## src/rtl/nou_index_vector_pkg.sv

```systemverilog
// Shared types and sizing helpers for the index vector builder.
package nou_index_vector_pkg;

  typedef enum logic {ACCUM, HOLD} ivb_state_t;

  // Bits needed to hold a population count of 0..n inclusive.
  function automatic int unsigned count_width(input int unsigned n);
    return $clog2(n + 1);
  endfunction

endpackage

```

## src/rtl/index_to_onehot_decoder.sv

```systemverilog
// Decodes a bit index into a one-hot mask, flagging indices outside the mask.
module index_to_onehot_decoder #(
  parameter int unsigned VECTOR_LENGTH   = 8,
  parameter int unsigned MAX_INPUT_WIDTH = 16
) (
  input  logic [MAX_INPUT_WIDTH-1:0] index,
  output logic [VECTOR_LENGTH-1:0]   mask,
  output logic                       in_range
);

  // Full-width compare so high index bits can never alias onto low mask bits.
  always_comb begin
    in_range = (index < MAX_INPUT_WIDTH'(VECTOR_LENGTH));
    mask     = '0;
    for (int unsigned i = 0; i < VECTOR_LENGTH; i++) begin
      mask[i] = in_range && (index == MAX_INPUT_WIDTH'(i));
    end
  end

endmodule

```

## src/rtl/index_vector_builder.sv

```systemverilog
// Builds a selection mask from a stream of bit indices, one frame at a time.
module index_vector_builder
  import nou_index_vector_pkg::*;
#(
  parameter int unsigned VECTOR_LENGTH   = 8,
  parameter int unsigned MAX_INPUT_WIDTH = 16,
  localparam int unsigned COUNT_WIDTH    = count_width(VECTOR_LENGTH)
) (
  input  logic                       clk_in,
  input  logic                       reset_in,
  input  logic                       clear_in,
  input  logic [MAX_INPUT_WIDTH-1:0] index_in,
  input  logic                       index_valid_in,
  input  logic                       index_last_in,
  output logic                       index_ready_out,
  output logic [VECTOR_LENGTH-1:0]   vector_out,
  output logic [COUNT_WIDTH-1:0]     set_count_out,
  output logic                       out_of_range_out,
  output logic                       vector_valid_out,
  input  logic                       vector_ready_in
);

  ivb_state_t               state_q, state_d;
  logic [VECTOR_LENGTH-1:0] acc_q, acc_d;
  logic [COUNT_WIDTH-1:0]   cnt_q, cnt_d;
  logic                     oor_q, oor_d;
  logic [VECTOR_LENGTH-1:0] dec_mask;
  logic                     dec_in_range;

  index_to_onehot_decoder #(
    .VECTOR_LENGTH  (VECTOR_LENGTH),
    .MAX_INPUT_WIDTH(MAX_INPUT_WIDTH)
  ) u_decoder (
    .index   (index_in),
    .mask    (dec_mask),
    .in_range(dec_in_range)
  );

  always_ff @(posedge clk_in) begin
    if (reset_in) begin
      state_q <= ACCUM;
      acc_q   <= '0;
      cnt_q   <= '0;
      oor_q   <= 1'b0;
    end else begin
      state_q <= state_d;
      acc_q   <= acc_d;
      cnt_q   <= cnt_d;
      oor_q   <= oor_d;
    end
  end

  // Next frame state: clear beats any handshake; HOLD waits for the consumer.
  always_comb begin
    state_d = state_q;
    acc_d   = acc_q;
    cnt_d   = cnt_q;
    oor_d   = oor_q;
    if (clear_in) begin
      state_d = ACCUM;
      acc_d   = '0;
      cnt_d   = '0;
      oor_d   = 1'b0;
    end else begin
      case (state_q)
        ACCUM: begin
          if (index_valid_in) begin
            if (dec_in_range) begin
              acc_d = acc_q | dec_mask;
              if ((dec_mask & acc_q) == '0) cnt_d = cnt_q + COUNT_WIDTH'(1);
            end else begin
              oor_d = 1'b1;
            end
            if (index_last_in) state_d = HOLD;
          end
        end
        HOLD: begin
          if (vector_ready_in) begin
            state_d = ACCUM;
            acc_d   = '0;
            cnt_d   = '0;
            oor_d   = 1'b0;
          end
        end
        default: state_d = ACCUM;
      endcase
    end
  end

  assign index_ready_out  = (state_q == ACCUM) && !reset_in;
  assign vector_valid_out = (state_q == HOLD);
  assign vector_out       = acc_q;
  assign set_count_out    = cnt_q;
  assign out_of_range_out = oor_q;

endmodule

```

## config.mk

```make
export PLATFORM = sky130hd
export DESIGN_NAME = index_vector_builder
export DESIGN_NICKNAME = d
export VERILOG_FILES = /design/src/rtl/nou_index_vector_pkg.sv /design/src/rtl/index_to_onehot_decoder.sv /design/src/rtl/index_vector_builder.sv
export SDC_FILE = /design/constraint.sdc
export NUM_CORES = 1
export LEC_CHECK = 0
export ABC_AREA = 0
export CORE_MARGIN = 2
export CORE_UTILIZATION = 30
export DETAILED_ROUTE_END_ITERATION = 7
export PLACE_DENSITY = 0.66
export SYNTH_ARGS = -nofsm -noshare
export SYNTH_HDL_FRONTEND = slang
export SYNTH_SLANG_ARGS = --single-unit
```

## constraint.sdc

```tcl
create_clock -name clk_in -period 1.87 [get_ports clk_in]
set_input_delay 0.561 -clock clk_in [delete_from_list [all_inputs] [get_ports clk_in]]
set_output_delay 0.561 -clock clk_in [all_outputs]
set_load 0.005 [all_outputs]
```

==> results of run 1 <==
[power by group through the flow]
stage	registers, mW	logic [mW]	clock network, mW
finish	0.302	0.114	0.224
global route	0.302	0.122	0.243
CTS	0.302	0.113	0.227
detailed placement	0.309	0.118	0
global placement	0.309	0.117	0
floorplan	0.309	0.0310	0
[flip-flops by register name, summed over array words and instances, names as in the netlist]
| register | flops |
|---|---|
| set_count_out | 4 |
| out_of_range_out | 1 |
| vector_out | 8 |
| vector_valid_out | 1 |
[logic make-up (layout without fill, tap and decap cells)]
kind of cell | after synthesis | count (layout) | share of synthesized area [%]
simple gates | 37 | 37 | 26.4
compound gates | 19 | 19 | 18.7
flops | 14 | 14 | 38.4
mux | 8 | 8 | 11.8
buf+inv | 4 | 61 | 3.08
fa+ha+maj | 1 | 1 | 1.71
[area by class of cell]
cell class / instances / area (um2)
timing repair buffer: 55 / 487
multi-input combinational: 65 / 449
inverter: 2 / 7.51
clock buffer: 4 / 36.3
sequential: 14 / 282
tap: 28 / 35.0
fill: 222 / 958
[cell usage in the layout (no fill, tap or decap), drive strengths merged, types with 2 or more instances in the layout]
| cell type | netlist | routed |
|---|---|---|
| clkdlybuf4s50 | 0 | 26 |
| buf | 1 | 19 |
| dfxtp | 14 | 14 |
| nor2 | 13 | 13 |
| a21oi | 9 | 9 |
| dlygate4sd2 | 0 | 7 |
| mux2i | 6 | 6 |
| clkbuf | 1 | 6 |
| nand2 | 5 | 5 |
| nor3 | 4 | 4 |
| nor4 | 3 | 3 |
| nand2b | 2 | 2 |
| nor2b | 2 | 2 |
| inv | 2 | 2 |
| a31oi | 2 | 2 |
| nor3b | 2 | 2 |
| or3 | 2 | 2 |
| o211ai | 2 | 2 |
| mux2 | 2 | 2 |
[Yosys cell counts (all sizes together), types with 3 or more instances]
cell / count
a21oi: 9
mux2i: 6
nor3: 4
dfxtp: 14
nor4: 3
nor2: 13
nand2: 5
[how the worst max path moves through the flow]
stage / startpoint / slack [ns] / depth (start not counted) / endpoint
floorplan: index_in[1] / 0.01 / 6 / set_count_out[2]$_SDFFE_PP0P_
global placement: index_in[1] / -0.48 / 6 / set_count_out[3]$_SDFFE_PP0P_
detailed placement: index_in[1] / -0.52 / 6 / set_count_out[3]$_SDFFE_PP0P_
CTS: reset_in / 0.02 / 3 / index_ready_out
global route: index_in[6] / -0.02 / 6 / set_count_out[1]$_SDFFE_PP0P_
finish: index_in[6] / 0.05 / 6 / set_count_out[1]$_SDFFE_PP0P_
[per-stage QoR]
step / instance area (um2) / TNS (ns) / hold slack [ns] / instances / utilization, %
finish: 1300 / 0 / 0.484 / 168 / 57.5
global placement: 1250 / -4.16 / 0.459 / 164 / 55.6
detailed placement: 1250 / -4.77 / 0.470 / 164 / 55.6
global route: 1300 / -0.0601 / 0.535 / 168 / 57.5
CTS: 1290 / 0 / 0.492 / 168 / 57.0
floorplan: 731 / 0 / 0.460 / 83 / -
[per-layer routing]
metal	wire (um)	GRT usage (%)	vias up	part of all wire (%)
met5	0	0	-	0
met3	100	3.11	4	4.8
met4	28	6.84	0	1.3
li1	-	-	419	-
met2	1030	29.2	22	49
met1	925	18.4	376	44
[timing repair]
| item | in CTS | in global routing |
|---|---|---|
| endpoints found under the setup margin | 9 | 10 |
| pin swaps | 5 | 3 |
| setup buffers | 0 | 0 |
| gates resized for setup | 11 | 8 |
[worst reg2reg max path, cell delays in order (launching register included)]
cell and delay, ns:
dfxtp_1 0.34, mux2_4 0.27, a221o_1 0.39, a21oi_4 0.19
mux2i_1 0.22, nand2_1 0.06
==> impl_metrics.csv, run 1 <==
group,metric,value,unit
logic_synthesis,synth.distinct_cells,30,
layout,nets,164,
setup_path,slowest_delay,0.42,ns
setup_path,worstSetupPathType,"input pin to flip-flop",
setup_path,cp_slowest_cell,"clkdlybuf4s50_1",
layout,antenna_cells,0,
timing,slew_viol_final,0,
setup_path,arrival,1.98,ns
worst_hold_path,holdPathStages,2,
placement,dp_hpwl,1.65,mm
setup_path,crit_buf_inv,1,
floorplanning,die_height,53.4,um
grt,track_usage,16.3,%
timing,report.final.hold_viol_count,0,
setup_path,startpoint_type,"input pin",
setup_path,cp_data_required_time,2.04,ns
clock_tree,path_clk_slew,0.09,ns
grt,grt_pass1_vias,817,
logic_synthesis,synth_area,731,um2
setup_path,reg2reg_slack,0.30,ns
power,combPwrFrac,17.8,%
detailed_routing,drc,0,
timing,worst_slack,0.0547,ns
logic_synthesis,yosysSeqAreaShare,38.4,%
power,clockPowerShare,35.0,%
timing,report.final.setup_viol,0,
setup_path,r2r_start,"vector_out[1]$_SDFFE_PP0P_",
detailed_routing,drt_pass1_iterations,4,
logic_synthesis,synthFlopType,"dfxtp_1",
floorplanning,initial_utilization,32.4,%
floorplanning,die_area,0.00285,mm2
worst_hold_path,hold_path_class,"flip-flop to flip-flop",
floorplanning,ioPinCount,37,
logic_synthesis,synthCells,83,
logic_synthesis,ys_ff_latch,14,
power,total_power,639,uW
setup_path,worst_setup_path_end_kind,"flip-flop",
power,powerDensity,493,mW/mm2
timing,fin_crit,1.82,ns
power,switching_share,23.5,%
worst_hold_path,hold_end,"out_of_range_out$_SDFFE_PP0P_",
timing,clock.fmax,551,MHz
logic_synthesis,syn_avg_cell_area,8.80,um2
timing,max_slew_margin,77.5,%
power,power.switching,150,uW
power,p_leak,0.533,nW
setup_path,r2r_end,"set_count_out[2]$_SDFFE_PP0P_",
logic_synthesis,syn-num-nets,106,
timing,worst_pin_slew,0.334,ns
setup_path,worstPathMaxFanout,4,
detailed_routing,drtAntennaViolNets,0,
power,ir_drop,0.297,mV
grt,overflow,0,
flow_run,maxCapViolCount,0,
placement,pre_cts_ws,-0.517,ns
layout,drive_above_1_share,25.0,%
timing,rsz0062_at_grt,"true",
clock_tree,cts-root-buf,"clkbuf_4",
clock_tree,cts_buffers,3,
detailed_routing,viasPerCell,4.89,
floorplanning,core,0.00225,mm2
detailed_routing,wl,2.08,mm
grt,grt_max_degree,9,
logic_synthesis,synth_edf_count,0,
setup_path,cp_top_family,"simple AND/OR/NAND/NOR gates",
power,internal_power,489,uW
logic_synthesis,yosys_warnings,0,
clock_tree,insertion_delay,0.28,ns
floorplanning,num_rows,17,
logic_synthesis,synth_top_area_share,38.4,%
placement,place_congestion,0.806,
logic_synthesis,synthTopCellsByArea,"dfxtp_1, mux2i_1, nor2_1",
clock_tree,clockBufferDepth,2,
floorplanning,die_w,53.4,um
setup_path,crit_chain,"clkdlybuf4s50_1, nor3_2, nand4_1, nand2b_1, o21bai_2, mux2i_1",
clock_tree,h-tree-depth,1,
clock_tree,hold_buffers,0,
clock_tree,cts_tree,"done",
worst_hold_path,hp-start,"out_of_range_out$_SDFFE_PP0P_",
logic_synthesis,synthArstFlopShare,0,%
logic_synthesis,synth_top_area_cell,"dfxtp_1",
placement,io_buffers,36,
setup_path,rr_worst_depth,5,
layout,area_growth,77.4,%
outcome,status,"finished, final reports clean",
grt,grt_pass1_wl,3.37,mm
detailed_routing,drt-initial-drc-count,3,
clock_tree,cts_sinks,14,
detailed_routing,vias,821,
timing,skew,0.00460,ns
detailed_routing,wl_per_cell,12.4,um
timing,min_period_over_period,97.1,%
power,p_seq_share,47.2,%
grt,antenna_found_initial,0,
(Power assumes the default switching activity.)
==> run 2: changes to the inputs <==
CORE_UTILIZATION = 40   (was 30)
CTS_CLUSTER_SIZE = 20   (was unset)
DONT_BUFFER_PORTS = 1   (was unset)
PLACE_DENSITY = unset   (was 0.66)
==> impl_metrics.csv, run 2 (same netlist as run 1, synthesis figures left out) <==
group,metric,value,unit
outcome,status,"finished, final reports clean",
clock_tree,cts-root-buf,"clkbuf_4",
floorplanning,num_rows,15,
clock_tree,cts_buffers,3,
detailed_routing,drt_pass1_iterations,4,
detailed_routing,viasPerCell,5.64,
worst_hold_path,hp-start,"index_valid_in",
clock_tree,clockBufferDepth,2,
clock_tree,h-tree-depth,1,
worst_hold_path,hold_path_class,"input pin to flip-flop",
timing,fin_hold_ws,0.433,ns
layout,largest_register_ffs,8,
layout,area_growth,12.3,%
flow_run,maxCapViolCount,0,
power,total_power,551,uW
layout,antenna_cells,0,
floorplanning,die_height,46.7,um
placement,dp_hpwl,1.22,mm
setup_path,crit_chain,"mux2_4, a221o_1, a21oi_4, mux2i_1, nand2_1",
clock_tree,path_clk_slew,0.09,ns
setup_path,cp-startpoint,"vector_out[1]$_SDFFE_PP0P_",
clock_tree,insertion_delay,0.27,ns
detailed_routing,drt-initial-drc-count,11,
timing,rsz0062_at_grt,"false",
power,powerDensity,671,mW/mm2
placement,io_buffers,0,
setup_path,arrival,1.71,ns
layout,register_area,280,um2
floorplanning,die_w,46.7,um
detailed_routing,wl_per_cell,13.5,um
detailed_routing,drtAntennaViolNets,0,
grt,track_usage,14.8,%
clock_tree,cts_sinks,14,
setup_path,worstSetupPathType,"flip-flop to flip-flop",
power,ir_drop,0.310,mV
floorplanning,die_area,0.00218,mm2
setup_path,cp_slowest_cell,"a221o_1",
layout,fin_util,47.5,%
timing,finalSetupTns,0,ns
grt,grt_pass1_vias,585,
grt,grt_max_degree,10,
timing,report.final.hold_viol_count,0,
clock_tree,cts_resized,0,
grt,antenna_found_initial,0,
clock_tree,hold_buffers,0,
setup_path,cp_top_family,"compound AO/OA/AOI/OAI gates",
layout,final_common_cell,"dfxtp_1",
placement,place_congestion,0.736,
grt,overflow,0,
setup_path,cp_data_required_time,2.04,ns
detailed_routing,wl,1.55,mm
floorplanning,core,0.00173,mm2
setup_path,crit_buf_inv,0,
detailed_routing,vias,649,
power,p_leak,0.310,nW
timing,fin_crit,1.54,ns
setup_path,r2r_start,"vector_out[1]$_SDFFE_PP0P_",
setup_path,worst_setup_path_end_kind,"flip-flop",
timing,clock.fmax,649,MHz
setup_path,worstPathMaxFanout,3,
timing,skew,0.00445,ns
timing,report.final.setup_viol,0,
layout,drive_above_1_share,15.6,%
setup_path,slowest_delay,0.38,ns
placement,dp.cells,111,
clock_tree,post-cts-setup-buffer-count,0,
timing,slew_viol_final,0,
layout,multi_input_area,428,um2
timing,max_slew_margin,65.9,%
floorplanning,ioPinCount,37,
grt,grt_pass1_wl,2.34,mm
layout,fillers,187,
setup_path,startpoint_type,"flip-flop",
detailed_routing,drc,0,
clock_tree,cts_tree,"done",
floorplanning,initial_utilization,42.3,%
layout,fin_cells,115,
timing,min_period_over_period,82.4,%
layout,nets,114,
timing,worst_pin_slew,0.509,ns
layout,final_cell_mix,"dfxtp_1, nor2_1, a21oi_1",
[run 2: per-layer routing]
layer | wire (um) | vias up | GRT usage (%)
met1 | 744 | 291 | 20.0
li1 | - | 324 | -
met4 | 6 | 0 | 6.67
met5 | 0 | - | 0
met3 | 138 | 2 | 5.00
met2 | 662 | 32 | 21.4
[run 2: final timing paths]
kind,slack [ns],to,depth (start not counted)
hold reg to reg,0.51,out_of_range_out$_SDFFE_PP0P_,2
hold / removal,0.43,vector_valid_out$_SDFF_PP0_,2
setup reg to reg,0.33,set_count_out[2]$_SDFFE_PP0P_,5
setup / recovery,0.33,set_count_out[2]$_SDFFE_PP0P_,5
[run 2: final cells by class]
class / count / area share (%)
multi-input combinational: 65 / 52.1
clock buffer: 4 / 4.42
sequential: 14 / 34.1
tap: 25 / 3.81
inverter: 2 / 0.915
timing repair buffer: 5 / 4.57
[run 2: stage by stage]
step	setup WS, ns	cell area, um2
2_1_floorplan	0.0134	731
3_3_place_gp	0.0993	785
3_5_place_dp	0.0768	785
4_1_cts	0.328	821
5_1_grt	0.229	821
6_report	0.329	821
[run 2: worst reg2reg max path, delay by kind of cell (launching register included)]
family / cells / cell delay [ns]
flip-flops: 1 / 0.34
multiplexers: 2 / 0.47
AO/OA/AOI/OAI: 2 / 0.56
AND/OR/NAND/NOR: 1 / 0.07
[run 2: where the power goes]
part	leakage [nW]	internal, mW	switching [mW]	total, mW
Combinational	0.176	0.0161	0.0187	0.0348
Clock	0.0210	0.118	0.0953	0.214
Sequential	0.113	0.300	0.00245	0.302
Total	0.310	0.434	0.116	0.551
==> run 3: changes to the inputs <==
clock period = 1.3 ns   (was 1.87 ns; I/O delays follow)
==> impl_metrics.csv, run 3 (same netlist as run 1, synthesis figures left out) <==
group,metric,value,unit
floorplanning,die_w,46.7,um
detailed_routing,vias,674,
timing,report.final.setup_viol,4,
detailed_routing,drtAntennaViolNets,0,
clock_tree,path_clk_slew,0.09,ns
grt,antenna_found_initial,0,
floorplanning,core,0.00173,mm2
detailed_routing,drc,0,
floorplanning,ioPinCount,37,
detailed_routing,wl_per_cell,12.7,um
timing,worst_pin_slew,0.334,ns
floorplanning,die_area,0.00218,mm2
clock_tree,cts_sinks,14,
timing,rsz0062_at_grt,"true",
floorplanning,die_height,46.7,um
grt,track_usage,15.4,%
flow_run,maxCapViolCount,0,
timing,max_slew_margin,77.5,%
placement,place_area,923,um2
grt,overflow,0,
setup_path,startpoint_type,"flip-flop",
detailed_routing,drt_pass1_iterations,4,
placement,pre_cts_ws,-0.338,ns
timing,min_period_over_period,116,%
power,total_power,822,uW
layout,antenna_cells,0,
placement,place_congestion,0.809,
layout,final_common_cell,"buf_4",
timing,skew,0.00999,ns
layout,final_area,0.00101,mm2
layout,nets,131,
timing,fin_crit,1.51,ns
clock_tree,hold_buffers,0,
timing,clock.fmax,664,MHz
placement,dp_hpwl,1.34,mm
power,powerDensity,814,mW/mm2
setup_path,worstPathMaxFanout,3,
setup_path,worstSetupPathType,"flip-flop to flip-flop",
outcome,status,"finished with violations",
detailed_routing,viasPerCell,5.11,
setup_path,worst_setup_path_end_kind,"flip-flop",
setup_path,cp_data_required_time,1.47,ns
detailed_routing,wl,1.68,mm
layout,final_cell_mix,"buf_4, nor2_1, dfxtp_1",
grt,grt_max_degree,9,
setup_path,crit_chain,"mux2_4, a221o_1, a21oi_4, mux2i_1, nand2_1",
layout,fin_cells,132,
timing,slew_viol_final,0,
layout,area_growth,38.2,%
clock_tree,cts_tree,"done",
placement,dp.cells,127,
floorplanning,initial_utilization,42.3,%
placement,io_buffers,0,
setup_path,slowest_delay,0.36,ns
grt,grt_pass1_vias,619,
detailed_routing,drt-initial-drc-count,7,
outcome,violations,"negative setup slack",
setup_path,arrival,1.68,ns
clock_tree,clockBufferDepth,2,
clock_tree,insertion_delay,0.28,ns
worst_hold_path,holdPathStages,2,
clock_tree,cts-root-buf,"clkbuf_4",
clock_tree,cts_buffers,3,
layout,drive_above_1_share,37.4,%
timing,worst_slack,-0.207,ns
floorplanning,num_rows,15,
clock_tree,h-tree-depth,1,
power,ir_drop,0.363,mV
timing,report.final.hold_viol_count,0,
setup_path,rr_worst_depth,5,
setup_path,cp_slowest_cell,"a221o_1",
worst_hold_path,hold_path_class,"input pin to flip-flop",
layout,largest_register_ffs,8,
power,p_leak,0.410,nW
grt,grt_pass1_wl,2.42,mm
==> run 3: changes by cell type in the layout (fill, tap and decap cells not counted), moves of 2 or more <==
cell | previous run | this run
a21oi_1 | 8 | 6
a21oi_2 | 0 | 2
buf_4 | 5 | 21
dfxtp_1 | 14 | 12
dfxtp_2 | 0 | 2
nor4_1 | 3 | 0
nor4_4 | 0 | 2
==> run 3: path summary, 6_finish.rpt <==
| check | from | to | slack [ns] |
|---|---|---|---|
| min | index_valid_in | vector_valid_out$_SDFF_PP0_ | 0.27 |
| max reg2reg | vector_out[1]$_SDFFE_PP0P_ | set_count_out[2]$_SDFFE_PP0P_ | -0.21 |
| min reg2reg | out_of_range_out$_SDFFE_PP0P_ | out_of_range_out$_SDFFE_PP0P_ | 0.50 |
| max | vector_out[1]$_SDFFE_PP0P_ | set_count_out[2]$_SDFFE_PP0P_ | -0.21 |
==> run 3: final cells by class <==
class,instances,area (um2)
clock buffer,4,36.3
fill,168,717
tap,25,31.3
inverter,2,7.51
multi-input combinational,65,483
timing repair buffer,22,169
sequential,14,283
==> run 3: critical path: cells and delay by family, from the launching register on <==
| family | cells | cell delay, ns |
|---|---|---|
| compound gates | 2 | 0.55 |
| mux | 2 | 0.45 |
| flops | 1 | 0.33 |
| simple gates | 1 | 0.06 |
==> run 3: metrics by stage <==
step	utilization [%]	hold WS (ns)	TNS (ns)
2_1_floorplan	-	0.460	-2.45
3_3_place_gp	53.5	0.487	-2.68
3_5_place_dp	53.5	0.488	-2.83
4_1_cts	55.9	0.254	-0.817
5_1_grt	58.5	0.265	-1.14
6_report	58.5	0.266	-0.794
==> run 3: power breakdown <==
group,internal (mW),switching [mW]
clock network,0.170,0.145
registers,0.431,0.00253
logic,0.0398,0.0337
total,0.641,0.181
==> run 3: layer usage <==
layer | vias up | global-route usage (%) | wire [um]
met5 | - | 0 | 0
met4 | 0 | 5.00 | 8
met3 | 2 | 4.62 | 90
met2 | 12 | 26.9 | 878
met1 | 308 | 18.1 | 705
li1 | 352 | - | -
==> run 3: timing repair <==
item | in CTS | in global routing
hold endpoints to repair | 0 | 0
pin swaps | 0 | 2
buffers inserted | 0 | 1
cloned | 0 | 0
gates resized for setup | 2 | 8
setup endpoints to repair | 6 | 12
==> patch 1: new RTL, settings of run 2 <==
Register the output `set_count_out` once more, cleared by the reset; this adds one clock of latency there. The other outputs are not delayed to match.
--- a/src/rtl/index_vector_builder.sv
+++ b/src/rtl/index_vector_builder.sv
@@ -90,7 +90,13 @@
   assign index_ready_out  = (state_q == ACCUM) && !reset_in;
   assign vector_valid_out = (state_q == HOLD);
   assign vector_out       = acc_q;
-  assign set_count_out    = cnt_q;
+  always_ff @(posedge clk_in) begin
+    if (reset_in) begin
+      set_count_out <= '0;
+    end else begin
+      set_count_out <= cnt_q;
+    end
+  end
   assign out_of_range_out = oor_q;
 
 endmodule
Function: changed (a bounded check fails within 4 cycles, from zero or initial values and one cycle with reset_in high).
==> patch 1 against run 2 <==
- worst setup slack got worse by 0.089 ns
- critical endpoint is now vector_out[7]$_SDFFE_PP0P_
- area after synthesis rose by 14%
- critical path type unchanged
- cell area rose by 8.5%
- count of clock-buffer cells in the layout did not move
- total power rose by 18%
- maximum frequency fell by 5.5%
- combinational power fell by 30%
- synthesized cell count rose by 4.8%
- largest cell class unchanged
- wire length rose by 7.3%
- sequential cell count rose by 4
==> patch 1: results (changes against run 2) <==
| Metric | Value |
|---|---|
| Pre-antenna DRT Iters | `3 (-1)` |
| Worst skew pair latency | `0.29 ns (+0.02 ns)` |
| Share of cells above drive strength 1 | `0.1348 (-0.02072)` |
| Dpl hpwl | `1.283 mm (+4.8%)` |
| Number of global-route vias before repair | `626 (+7.0%)` |
| Count of final hold-check violations | `0 (unchanged)` |
| Final Skew | `0.005723 ns (+0.001271 ns)` |
| RR Startpoint | `vector_valid_out$_SDFF_PP0_` |
| Delay-heaviest family, CP | `simple AND/OR/NAND/NOR gates` |
| CP arrival | `1.87 ns (+0.16 ns)` |
| Inserted Clock Buffers | `3 (unchanged)` |
| Worst slew pin tran | `0.3532 ns (-0.1559 ns)` |
| Syn Nets | `110 (+3.8%)` |
| Placed cell areas | `854.6 sq um (+8.9%)` |
| CTS root buf | `clkbuf_4` |
| CP max stage delay | `0.48 ns (+0.10 ns)` |
| Yosys warnings | `0 (unchanged)` |
| Synth cell types | `33 (+10%)` |
| Primary FF master, synth | `dfxtp_1` |
| Worst Reg-to-Reg Cells | `5 (unchanged)` |
| Port-buffer cells | `0 (unchanged)` |
| Total GRT Usage | `0.1418 (-0.006181)` |
| GPL Wtd Cong | `0.7647 (+3.9%)` |
| Worst setup path end | `vector_out[7]$_SDFFE_PP0P_` |
| Top cells by count, synth | `dfxtp_1 (18), nand2_1 (7), a22o_1 (6), nor2_1 (6)` |
| Max rail drop VDD | `0.5239 mV (+69%)` |
| Synth area leaders | `dfxtp_1 (43%), a22o_1 (6.3%), mux2_2 (4.1%)` |
| Post-synthesis sequential area ratio | `0.4337 (+0.05017)` |
| P_leak | `0.0003173 uW (+2.3%)` |
| Hold_ws | `0.3120 ns (-0.1212 ns)` |
| Max reg flops | `8 (unchanged)` |
| Pin count of the biggest net entering global routing | `11 (+1)` |
| Via count | `660 (+1.7%)` |
| Diodes inserted | `0 (unchanged)` |
| R2R setup slack | `0.24 ns (-0.09 ns)` |
| Critical Path Fanout Max | `7 (+4)` |
| Global route overflow | `0 (unchanged)` |
| Hold Startpoint | `reset_in` |
| Outcome | `completed` |
| First-pass GRT wire length | `2.635 mm (+13%)` |
| Final setup violation count | `0 (unchanged)` |
| Asr flop ratio synth | `0 (unchanged)` |
| Worst setup SP type | `flip-flop` |
| Hold Crit Class | `in2reg` |
| Layout Nets | `113 (-0.88%)` |
| Slowest-stage cell, CP | `dfxtp_1` |
| CTS H-tree depth | `1 (unchanged)` |
| DRC Markers | `0 (unchanged)` |
| Clk buf depth | `2 (unchanged)` |
| Post-CTS sizing | `0 (unchanged)` |
| Filler Cells Inserted | `222 (+19%)` |
| Initial antenna violation count | `0 (unchanged)` |
| Clock slew at reported path FFs | `0.10 ns` |
| Initial DRC count | `10 (-1)` |
| Postcts setup bufs | `0 (unchanged)` |
| Routed WL per cell | `14.35 um (+6.4%)` |
| Net Sw Frac | `0.2082 (-0.003393)` |
## patch 1: changes by cell type after synthesis, sizes merged, moves of 3 or more
cell,run 2,this run
a22o,0,6
dfxtp,14,18
mux2i,6,2
nor2,13,6
a31o,0,3
a21oi,9,3
## patch 1: logic make-up (layout without fill, tap and decap cells)
group / count (synthesis) / in the layout / synth area share
mux: 5 / 5 / 0.06476
fa+ha+maj: 1 / 1 / 0.01506
buf+inv: 6 / 8 / 0.03916
simple gates: 37 / 37 / 0.2455
compound gates: 20 / 20 / 0.2018
flops: 18 / 18 / 0.4337
## patch 1: final cells by class
cell class | instances | area (sq um) | share of cell area
Multi-Input combinational cell | 63 | 437.9 | 0.4916
Sequential cell | 18 | 360.3 | 0.4045
Clock buffer | 4 | 36.28 | 0.04073
Tap cell | 27 | 33.78 | 0.03792
Timing Repair Buffer | 2 | 15.01 | 0.01685
Inverter | 2 | 7.507 | 0.008427
## patch 1: power groups by stage
stage / Sequential, uW / Clock (uW) / Combinational (uW)
3_5_place_dp: 396 / 0 / 24.5
5_1_grt: 388 / 267 / 27.1
2_1_floorplan: 395 / 0 / 29.3
6_report: 387 / 240 / 24.3
3_3_place_gp: 396 / 0 / 24.1
4_1_cts: 387 / 254 / 24.5
## patch 1: worst min path at each step
stage / depth (start not counted) / end
2_1_floorplan: 2 / set_count_out[3]$_SDFF_PP0_
3_3_place_gp: 2 / set_count_out[3]$_SDFF_PP0_
3_5_place_dp: 2 / set_count_out[3]$_SDFF_PP0_
4_1_cts: 1 / set_count_out[2]$_SDFF_PP0_
5_1_grt: 1 / set_count_out[2]$_SDFF_PP0_
6_report: 1 / set_count_out[2]$_SDFF_PP0_
## patch 1: layer usage
layer	GRT usage	vias up	part of all wire
li1	-	332	-
met1	0.1383	308	0.39
met2	0.2511	15	0.53
met3	0.07273	5	0.059
met4	0.05556	0	0.020
met5	0	-	0
## patch 1: stage by stage
| stage | setup TNS (ns) | setup slack, ns | instances | power, uW |
|---|---|---|---|---|
| 2_1_floorplan | 0 | 0.01839 | 87 | 424.0 |
| 3_3_place_gp | 0 | 0.005442 | 112 | 420.0 |
| 3_5_place_dp | -0.09100 | -0.04146 | 112 | 420.5 |
| 4_1_cts | 0 | 0.2627 | 116 | 665.4 |
| 5_1_grt | 0 | 0.1237 | 116 | 681.6 |
| 6_report | 0 | 0.2402 | 116 | 651.0 |
==> patch 2: new RTL, settings of run 2 <==
Made on the original files. `MAX_INPUT_WIDTH` is set to 16 in 2 places; all go to 32.
--- a/src/rtl/index_to_onehot_decoder.sv
+++ b/src/rtl/index_to_onehot_decoder.sv
@@ -1,7 +1,7 @@
 // Decodes a bit index into a one-hot mask, flagging indices outside the mask.
 module index_to_onehot_decoder #(
   parameter int unsigned VECTOR_LENGTH   = 8,
-  parameter int unsigned MAX_INPUT_WIDTH = 16
+  parameter int unsigned MAX_INPUT_WIDTH = 32
 ) (
   input  logic [MAX_INPUT_WIDTH-1:0] index,
   output logic [VECTOR_LENGTH-1:0]   mask,
--- a/src/rtl/index_vector_builder.sv
+++ b/src/rtl/index_vector_builder.sv
@@ -3,7 +3,7 @@
   import nou_index_vector_pkg::*;
 #(
   parameter int unsigned VECTOR_LENGTH   = 8,
-  parameter int unsigned MAX_INPUT_WIDTH = 16,
+  parameter int unsigned MAX_INPUT_WIDTH = 32,
   localparam int unsigned COUNT_WIDTH    = count_width(VECTOR_LENGTH)
 ) (
   input  logic                       clk_in,
Interface: changed (resized index_in); port bits go from 37 to 53. No check against the original RTL was run, so the function may have changed too.
==> patch 2 against run 2 <==
- area after synthesis rose by 11%
- wire length up 17%
- total power decreased by 8.1%
- sequential cell count did not move
- worst setup slack got worse by 0.15 ns
- hold slack improved by 0.014 ns
- cell area up 11%
- via count up 17%
- critical path type is now in2reg
- critical endpoint is now set_count_out[0]$_SDFFE_PP0P_
- largest cell class unchanged
- highest routed layer unchanged
==> patch 2: results (changes against run 2) <==
| Metric | Value |
|---|---|
| Outcome | `completed` |
| Cell-internal power | `393.9 uW (-9.3%)` |
| Crit path from | `index_in[15]` |
| Critical Path Fanout Max | `5 (+2)` |
| Syn Nets | `133 (+25%)` |
| CTS root buf | `clkbuf_4` |
| Mux cell area share after synthesis | `0.05255 (-0.06560)` |
| Routed WL per cell | `14.10 um (+4.5%)` |
| Met3 Track Usage GR | `0.03067 (-0.01933)` |
| Slowest-stage cell, CP | `nor4b_4` |
| Count of final hold-check violations | `0 (unchanged)` |
| Synth cell types | `36 (+20%)` |
| Adder-cell area share of the yosys netlist | `0.01546 (-0.001667)` |
| P_leak | `0.0003461 uW (+12%)` |
| Share of cells above drive strength 1 | `0.1961 (+0.04052)` |
| First-pass GRT wire length | `3.056 mm (+31%)` |
| Number of global-route vias before repair | `787 (+35%)` |
| Worst Reg-to-Reg Cells | `5 (unchanged)` |
| Max rail drop VDD | `0.3459 mV (+12%)` |
| Initial DRC count | `19 (+8)` |
| Post-synthesis sequential area ratio | `0.3462 (-0.03735)` |
| Asr flop ratio synth | `0 (unchanged)` |
| Global routing usage on met1 | `0.1797 (-0.02074)` |
| Placed cell areas | `887.1 sq um (+13%)` |
| Post-synthesis compound-gate area fraction | `0.1654 (-0.02127)` |
| Initial antenna violation count | `0 (unchanged)` |
| Final Skew | `0.001184 ns (-0.003268 ns)` |
| Synth area leaders | `dfxtp_1 (35%), nor2_1 (8.8%), a31oi_1 (7.0%)` |
| GR met2 Demand/Resource | `0.2945 (+0.08063)` |
| Total GRT Usage | `0.1631 (+0.01515)` |
| CP arrival | `1.89 ns (+0.18 ns)` |
| Dpl hpwl | `1.507 mm (+23%)` |
| GPL Wtd Cong | `0.7896 (+7.3%)` |
| Worst slew pin tran | `0.3202 ns (-0.1888 ns)` |
| RR Startpoint | `vector_valid_out$_SDFF_PP0_` |
| Top cells by count, synth | `nor2_1 (19), dfxtp_1 (14), a31oi_1 (9), nand2_1 (8), nor4_1 (4)` |
| Layout Nets | `143 (+25%)` |
| Via count | `759 (+17%)` |
==> patch 2: path summary, 6_finish.rpt <==
path	slack [ns]	end
worst max-delay path	0.18	set_count_out[0]$_SDFFE_PP0P_
worst min-delay path	0.45	vector_valid_out$_SDFF_PP0_
worst max register to register	0.29	set_count_out[0]$_SDFFE_PP0P_
worst min register to register	0.52	out_of_range_out$_SDFFE_PP0P_
==> patch 2: cell type report <==
class                      instances  area (sq um)
fill                             204          1032
sequential                        14         280.3
tap                               27         33.78
inverter                           1         3.754
timing repair buffer               7         52.55
clock buffer                       3         22.52
multi-input combinational         77         516.7
==> patch 2: power by group through the flow <==
stage	combinational, uW	clock [uW]	sequential, uW
after detailed placement	41.8	0	309
after global routing	46.2	180	302
after floorplan	29.8	0	309
after CTS	41.8	172	302
final	41.3	163	302
after global placement	41.0	0	309
==> patch 2: per-stage QoR <==
step	TNS (ns)	setup WS, ns	total power, uW	instances
CTS	0	0.1635	516.3	129
detailed placement	-0.5003	-0.1282	350.8	126
global placement	-0.1895	-0.07081	350.0	126
finish	0	0.1786	506.0	129
floorplan	0	0.01060	338.3	94
global route	0	0.02105	528.5	129
==> patch 2: critical path: cells and delay by family <==
kind          cells  cell delay (ns)
mux               1             0.18
simple gates      4             1.15
==> patch 2: layer usage <==
| metal | wire (um) | share of wire | vias to the layer above |
|---|---|---|---|
| met4 | 13 | 0.0071 | 0 |
| met5 | 0 | 0 | - |
| met3 | 181 | 0.10 | 2 |
| met1 | 731 | 0.40 | 333 |
| li1 | - | - | 373 |
| met2 | 892 | 0.49 | 51 |
==> patch 2: kinds of logic (layout without fill, tap and decap cells) <==
group / Yosys count / in the layout
muxes: 4 / 4
and+or+nand+nor: 54 / 54
buffers and inverters: 3 / 11
DFF: 14 / 14
adders and majority gates: 1 / 1
AOI/OAI and AO/OA: 18 / 18
